`config.mk`:
```
export PLATFORM = sky130hd
export DESIGN_NAME = axi_line_master
export DESIGN_NICKNAME = d
export VERILOG_FILES = /design/src/rtl/axi_line_master.sv
export SDC_FILE = /design/constraint.sdc
export NUM_CORES = 1
export LEC_CHECK = 0
export BUFFER_PORTS_ARGS = -buffer_cell sky130_fd_sc_hd__buf_2
export CAP_MARGIN = 20
export CORE_AREA = 2 2 102 104
export CTS_CLUSTER_DIAMETER = 120
export DETAILED_ROUTE_END_ITERATION = 7
export DIE_AREA = 0 0 104 106
export HOLD_SLACK_MARGIN = 0.12
export SETUP_SLACK_MARGIN = 0.2
export SYNTH_ARGS = -nofsm -noshare
export SYNTH_HDL_FRONTEND = slang
export SYNTH_SLANG_ARGS = --single-unit
```
`constraint.sdc`:
```
create_clock -name clk -period 3.3 [get_ports clk]
set_input_delay 0.33 -clock clk [delete_from_list [all_inputs] [get_ports clk]]
set_output_delay 0.33 -clock clk [all_outputs]
set_load 0.005 [all_outputs]
```
`src/rtl/axi_line_master.sv`:
```
// AXI4 burst master moving whole cache lines: refills as INCR read bursts,
// write-backs as INCR write bursts, one transaction at a time.
module axi_line_master #(
    parameter int unsigned LINE_WORDS = 4,
    parameter int unsigned ADDR_WIDTH = 32,
    parameter int unsigned DATA_WIDTH = 32
) (
    input  logic                          clk,
    input  logic                          resetn,
    input  logic                          req_valid,
    output logic                          req_ready,
    input  logic                          req_wr,
    input  logic [ADDR_WIDTH-1:0]         req_addr,
    output logic [$clog2(LINE_WORDS)-1:0] wbuf_idx,
    input  logic [DATA_WIDTH-1:0]         wbuf_data,
    output logic                          rd_word_valid,
    output logic [$clog2(LINE_WORDS)-1:0] rd_word_idx,
    output logic [DATA_WIDTH-1:0]         rd_word_data,
    output logic                          done,
    output logic                          err,
    output logic [ADDR_WIDTH-1:0]         M_AXI_AWADDR,
    output logic [7:0]                    M_AXI_AWLEN,
    output logic                          M_AXI_AWVALID,
    input  logic                          M_AXI_AWREADY,
    output logic [DATA_WIDTH-1:0]         M_AXI_WDATA,
    output logic                          M_AXI_WVALID,
    output logic                          M_AXI_WLAST,
    input  logic                          M_AXI_WREADY,
    input  logic [1:0]                    M_AXI_BRESP,
    input  logic                          M_AXI_BVALID,
    output logic                          M_AXI_BREADY,
    output logic [ADDR_WIDTH-1:0]         M_AXI_ARADDR,
    output logic [7:0]                    M_AXI_ARLEN,
    output logic                          M_AXI_ARVALID,
    input  logic                          M_AXI_ARREADY,
    input  logic [DATA_WIDTH-1:0]         M_AXI_RDATA,
    input  logic                          M_AXI_RLAST,
    input  logic                          M_AXI_RVALID,
    output logic                          M_AXI_RREADY
);

    localparam int unsigned IDX_W = $clog2(LINE_WORDS);
    localparam int unsigned OFF_W = $clog2(LINE_WORDS * DATA_WIDTH / 8);
    localparam logic [IDX_W-1:0] LAST_IDX = IDX_W'(LINE_WORDS - 1);

    typedef enum logic [2:0] {StIdle, StAr, StR, StAw, StW, StB, StDone} state_e;

    state_e                  r_state;
    state_e                  w_state_next;
    logic [IDX_W-1:0]        r_cnt;
    logic [ADDR_WIDTH-1:0]   r_addr;
    logic                    r_err;
    logic                    w_accept;
    logic                    w_last;

    assign w_accept = (r_state == StIdle) && req_valid;
    assign w_last   = (r_cnt == LAST_IDX);

    always_ff @(posedge clk or negedge resetn) begin
        if (!resetn) begin
            r_state <= StIdle;
        end else begin
            r_state <= w_state_next;
        end
    end

    always_comb begin
        w_state_next = r_state;
        case (r_state)
            StIdle: if (req_valid) w_state_next = req_wr ? StAw : StAr;
            StAr:   if (M_AXI_ARREADY) w_state_next = StR;
            // Either a correct or a mis-framed burst end finishes the refill.
            StR:    if (M_AXI_RVALID && (M_AXI_RLAST || w_last)) w_state_next = StDone;
            StAw:   if (M_AXI_AWREADY) w_state_next = StW;
            StW:    if (M_AXI_WREADY && w_last) w_state_next = StB;
            StB:    if (M_AXI_BVALID) w_state_next = StDone;
            StDone: w_state_next = StIdle;
            default: w_state_next = StIdle;
        endcase
    end

    always_ff @(posedge clk or negedge resetn) begin
        if (!resetn) begin
            r_cnt  <= '0;
            r_addr <= '0;
            r_err  <= 1'b0;
        end else if (w_accept) begin
            r_cnt  <= '0;
            r_addr <= {req_addr[ADDR_WIDTH-1:OFF_W], {OFF_W{1'b0}}};
            r_err  <= 1'b0;
        end else begin
            case (r_state)
                StR: begin
                    if (M_AXI_RVALID) begin
                        r_cnt <= r_cnt + IDX_W'(1);
                        if (M_AXI_RLAST != w_last) r_err <= 1'b1;
                    end
                end
                StW: if (M_AXI_WREADY) r_cnt <= r_cnt + IDX_W'(1);
                StB: if (M_AXI_BVALID) r_err <= |M_AXI_BRESP;
                default: ;
            endcase
        end
    end

    always_comb begin
        req_ready     = 1'b0;
        M_AXI_ARVALID = 1'b0;
        M_AXI_RREADY  = 1'b0;
        M_AXI_AWVALID = 1'b0;
        M_AXI_WVALID  = 1'b0;
        M_AXI_WLAST   = 1'b0;
        M_AXI_BREADY  = 1'b0;
        done          = 1'b0;
        err           = 1'b0;
        rd_word_valid = 1'b0;
        case (r_state)
            StIdle: req_ready = 1'b1;
            StAr:   M_AXI_ARVALID = 1'b1;
            StR: begin
                M_AXI_RREADY  = 1'b1;
                rd_word_valid = M_AXI_RVALID;
            end
            StAw:   M_AXI_AWVALID = 1'b1;
            StW: begin
                M_AXI_WVALID = 1'b1;
                M_AXI_WLAST  = w_last;
            end
            StB:    M_AXI_BREADY = 1'b1;
            StDone: begin
                done = 1'b1;
                err  = r_err;
            end
            default: ;
        endcase
    end

    assign M_AXI_AWADDR = r_addr;
    assign M_AXI_ARADDR = r_addr;
    assign M_AXI_AWLEN  = 8'(LINE_WORDS - 1);
    assign M_AXI_ARLEN  = 8'(LINE_WORDS - 1);
    assign M_AXI_WDATA  = wbuf_data;
    assign wbuf_idx     = r_cnt;
    assign rd_word_idx  = r_cnt;
    assign rd_word_data = M_AXI_RDATA;

endmodule

```
# Yosys cells after proc, flatten, opt, wreduce, memory -nomap -nowiden
# Cells that the tools add are included.
# totals
elab_cells,61
input_bits,108
output_inout_bits,158
reg_bits,34
# classes
eq_ne,18
n_reduce_logical,11
muxes,27
addsub,1
# ops
cell,count
two-way mux 3 bit,6
one-hot mux 3 bit (6 select lines),1
two-way mux 1 bit,14
!= test 2 bit (second input constant),6
!= test 3 bit (second input constant),4
equality test 3 bit (second input constant),3
two-way mux 2 bit,4
equality test 3 x 2 -> 1 bit (second input constant),2
AND reduction 6 bit,1
nonzero test 3 bit,2
one-hot mux 2 bit (2 select lines),1
AND reduction 4 bit,1
equality test 3 x 1 -> 1 bit (second input constant),1
logical AND 1 bit,3
logical NOT 3 bit,1
AND reduction 3 bit,1
adder 2 x 1 -> 2 bit (second input constant),1
equality test 2 bit (second input constant),1
one-hot mux 1 bit (2 select lines),1
OR reduction 2 bit,1
logical OR 1 bit,1
!= test 1 bit,1

# Longest topological paths before layout
# depth
ltp_word,6
ltp_mapped,6
mapped_depth_nobuf,6

# Least setup slack after synthesis
# No wires, ideal clock.
# synth_timing
path_kind,register to register
startpoint,register r_state[2]
endpoint,register r_cnt[1] (netlist: rd_word_idx[1])
setup_time_ns,0.128
arrival_ns,1.246
period_less_slack_ns,1.373
slack_ns,1.927
stages_incl_launch_ff,6
n_path_buf,1
required_time_ns,3.172
cell_sequence,dfrtp_1 -> buf_6 -> nor2b_4 -> a211oi_2 -> a211oi_2 -> mux2_1
# synth_between
elab_chain_cells,4
word_cells_on_any_way,10
cone_classes,eq/ne (4); mux (2); reduce/logical (4)
# synth_rtl
element,line_no,source
"start, declared",48,state_e r_state;
"start signal, assigned",61,r_state <= StIdle;
"start signal, assigned",63,r_state <= w_state_next;
logical NOT 3 bit,56,assign w_accept = (r_state == StIdle) && req_valid;
logical AND 1 bit,56,
!= test 3 bit (no source line) / nonzero test 3 bit (equally long branches),--,
AND reduction 3 bit (no source line),--,
"end signal, assigned",95,r_cnt <= r_cnt + IDX_W'(1);
"end signal, assigned",99,StW: if (M_AXI_WREADY) r_cnt <= r_cnt + IDX_W'(1);
"end, declared",50,logic [IDX_W-1:0] r_cnt;
# Parallel ways exist; a longest one is shown, timed or not.
# A chain may end at the register's enable or synchronous reset.

# Worst setup path in the final report
# layout_timing
startpoint,register r_state[2]
endpoint,output err
# layout_between
elab_chain_cells,2
# layout_rtl
element,line_no,source
equality test 3 bit,117,case (r_state)
two-way mux 1 bit,117,
"end, declared",20,"output logic err,"
# Every way passes these cells.

==> run summary <==
========================================================================================
Result of the run ......................................................... complete, no violations
Cts hold-fix bufs .........................................................            0
Area of combinational cells with multiple inputs ..........................      738 um2
Io pins ...................................................................          266
Number of register bits inferred by synthesis .............................           34
Headroom to the max-slew limit ............................................        47.8%
Routed wirelength normalized by instance count ............................      11.8 um
Path type of the worst setup path .........................................   reg -> out
Number of rows in the core area ...........................................           37
Pin slew with the least headroom to its limit .............................       783 ps
Peak supply drop ..........................................................       357 uV
Area of the mapped netlist ................................................  0.00247 mm2
Total Nets Final ..........................................................          358
Via-per-instance ratio ....................................................         3.73
TritonCTS clock tree ......................................................        built
Initial core utilization ..................................................        24.7%
Final-layout fill cell count ..............................................         1084
Crit path launch ..........................................................   r_state[2]
Buffers from clock root to sink, at most ..................................            2
Clock-pin slew of the registers on the worst-case setup and hold paths ....        70 ps
Worst reg2reg startpoint ..................................................   r_state[2]
Residual antenna-violating net count after detailed routing ...............            0
Synthesized area divided by synthesized cell count ........................     10.5 um2
Most frequent standard cell in the layout excluding fill and tap cells ....        buf_2
Clock Latency Late Sink ...................................................       280 ps
Portion of the clock cycle consumed by the worst path in the final layout .        54.8%
Worst Setup Slack post-DPL ................................................      1500 ps
Number of buffers inserted to repair setup after CTS ......................            0
Number of antenna violations at the first check in global routing .........            0
Global-route usage over all layers ........................................        8.18%
Post-route DRC ............................................................            0
Global-route congestion overflow total ....................................            0
Max Transition Viols Final ................................................            0
Synth Instances ...........................................................          235
Placeable Area ............................................................   0.0100 mm2
Sequential fraction of the synthesis area .................................        34.4%
Pin count of the biggest net entering global routing ......................           35
Post-DP HPWL ..............................................................      3420 um
Required time at the worst-slack endpoint .................................      2970 ps
Capture instance of the worst register-to-register path ................... M_AXI_ARADDR[9]
Syn. warnings .............................................................            0
H-tree depth ..............................................................            2
Top library cells by usage in the layout, fill and taps aside ............. buf_2 (109), dfrtp_1 (34), mux2_2 (24), conb_1 (24), clkbuf_8 (6)
Depth of the worst register-to-register path ..............................            3
Count of port buffers added during placement ..............................          109
Net switching power .......................................................       733 uW
Setup violators final .....................................................            0
Leakage power figure ......................................................      1.24 nW
Endpoint of the most critical setup path ..................................          err
Max Clock Skew ............................................................      7.81 ps
Register area .............................................................      851 um2
Total vias in the final route .............................................         1431
Final critical delay including setup and external delays ..................      1810 ps
Area enclosed by the die boundary .........................................   0.0110 mm2
Data arrival time of the critical path ....................................      1480 ps
Layout overhead on the synthesized area ...................................       -2.02%
Register-to-register path setup slack .....................................      1520 ps
GP Congestion .............................................................        0.651
Die H .....................................................................       106 um
Share of total power in sequential cells ..................................        37.7%
Smallest setup slack after layout .........................................      1490 ps
TritonCTS buffer count ....................................................            5
Fraction of layout cells with a size suffix above 1 .......................        59.7%
Total internal power ......................................................      1.44 mW
Comb pwr share ............................................................        44.3%
Clock sink count ..........................................................           34
Final Hold Fails ..........................................................            0
Count of max-cap constraint violations ....................................            0
Path class of the lowest-slack min-delay path .............................  in -> async
Detailed-routing iteration count for the pre-antenna-repair pass ..........            4
First-pass GRT wire length ................................................      6920 um
Iteration-0 DRC count of the detailed router ..............................           35
Number of antenna repair diodes ...........................................            0
Achievable frequency ......................................................      553 MHz
Maximum fanout count along the critical path ..............................           19
Unique cell type count in the Yosys netlist ...............................           34
Post_cts resized ..........................................................            0
Critical Path End Type .................................................... primary output
Wire length after detailed routing ........................................      4550 um
Proportion of power drawn by the clock network ............................        18.0%
Die Span X ................................................................       104 um
Final-layout setup total negative slack ...................................         0 ps
Power Density .............................................................   897 mW/mm2
Proportion of total power due to net switching ............................        33.7%
Number of global-route vias before repair .................................         1328
RSZ-0062 raised after global routing ......................................           no
Crit path launch type .....................................................         flop
Cell at the root of the clock tree ........................................     clkbuf_8
========================================================================================
==> cell type report <==
cell class,count,share of cell area (%)
clock buffers,6,3.41
clock inverters,1,1.24
inverters,2,0.310
multi-input cells,96,30.4
flip-flops and latches,34,35.1
well taps,136,7.02
repair buffers,109,22.5
==> cells by family after synthesis <==
group / after synthesis / share of synthesized area [%]
other: 2 / 0.303
AND/OR/NAND/NOR: 26 / 6.77
flip-flops: 34 / 34.4
adder cells (fa/ha/maj): 2 / 1.01
buffers and inverters: 127 / 39.1
AO/OA/AOI/OAI: 13 / 4.20
multiplexers: 31 / 14.2
==> how the worst min path moves through the flow <==
stage | start | slack, ps | end | cells past startpoint
floorplan | resetn | 30 | M_AXI_ARADDR[10] | 0
global placement | resetn | 460 | M_AXI_ARADDR[12] | 1
detailed placement | resetn | 480 | M_AXI_ARADDR[19] | 1
CTS | resetn | 150 | M_AXI_ARADDR[12] | 1
global route | resetn | 180 | M_AXI_ARADDR[12] | 1
finish | resetn | 130 | M_AXI_ARADDR[12] | 1
==> Yosys cell counts <==
library cell	instances	area share, %
buf_6	4	1.8
nor2_1	4	0.61
o211ai_1	1	0.30
buf_4	118	36
a31o_2	1	0.35
nand2b_1	4	1.0
conb_1	2	0.30
o21a_1	1	0.30
and3b_1	1	0.35
nand2_1	2	0.30
buf_12	1	0.81
and2_1	4	1.0
ha_1	2	1.0
a211oi_1	1	0.30
mux2i_1	1	0.40
nor3_1	1	0.20
dfrtp_1	34	34
mux2_1	5	2.3
nor3b_1	2	0.61
and3_1	2	0.51
nor3b_2	1	0.51
buf_2	1	0.20
a22o_1	1	0.35
mux2_4	1	0.61
nor2b_4	1	0.56
mux2_2	24	11
a211oi_2	3	1.5
and2_4	1	0.35
clkbuf_2	1	0.20
a21oi_1	2	0.40
o21ai_0	2	0.40
inv_1	2	0.30
o22ai_1	1	0.25
nor2b_1	3	0.76
==> power groups by stage <==
stage / logic (mW) / clock network, mW / registers, mW
floorplan: 0.902 / 0 / 0.794
global placement: 0.981 / 0 / 0.817
detailed placement: 0.989 / 0 / 0.833
CTS: 0.990 / 0.424 / 0.825
global route: 1.06 / 0.446 / 0.860
finish: 0.963 / 0.392 / 0.819
==> flip-flops by register name (all words and copies together) (netlist names) <==
signal / count
M_AXI_ARADDR: 28
r_err: 1
r_state: 3
rd_word_idx: 2
==> stage by stage <==
step | area, um2 | std cells | utilization [%] | hold WS [ps] | total power, mW
floorplan | 2560 | 257 | - | 34.4 | 1.70
global placement | 2310 | 377 | 23.1 | 465 | 1.80
detailed placement | 2310 | 377 | 23.1 | 475 | 1.82
CTS | 2420 | 384 | 24.2 | 152 | 2.24
global route | 2420 | 384 | 24.2 | 181 | 2.36
finish | 2420 | 384 | 24.2 | 126 | 2.17
==> critical path: stages (launching register included) <==
cell     delay, ps
dfrtp_1        710
and3b_1        260
and2_1         120
buf_2          100
==> per-layer routing <==
metal  track usage, %  routed length (um)
met2             12.6                2210
met1             8.53                1620
met4             6.56                 248
met3             3.86                 470
met5                0                   0
(Power assumes the default switching activity.)
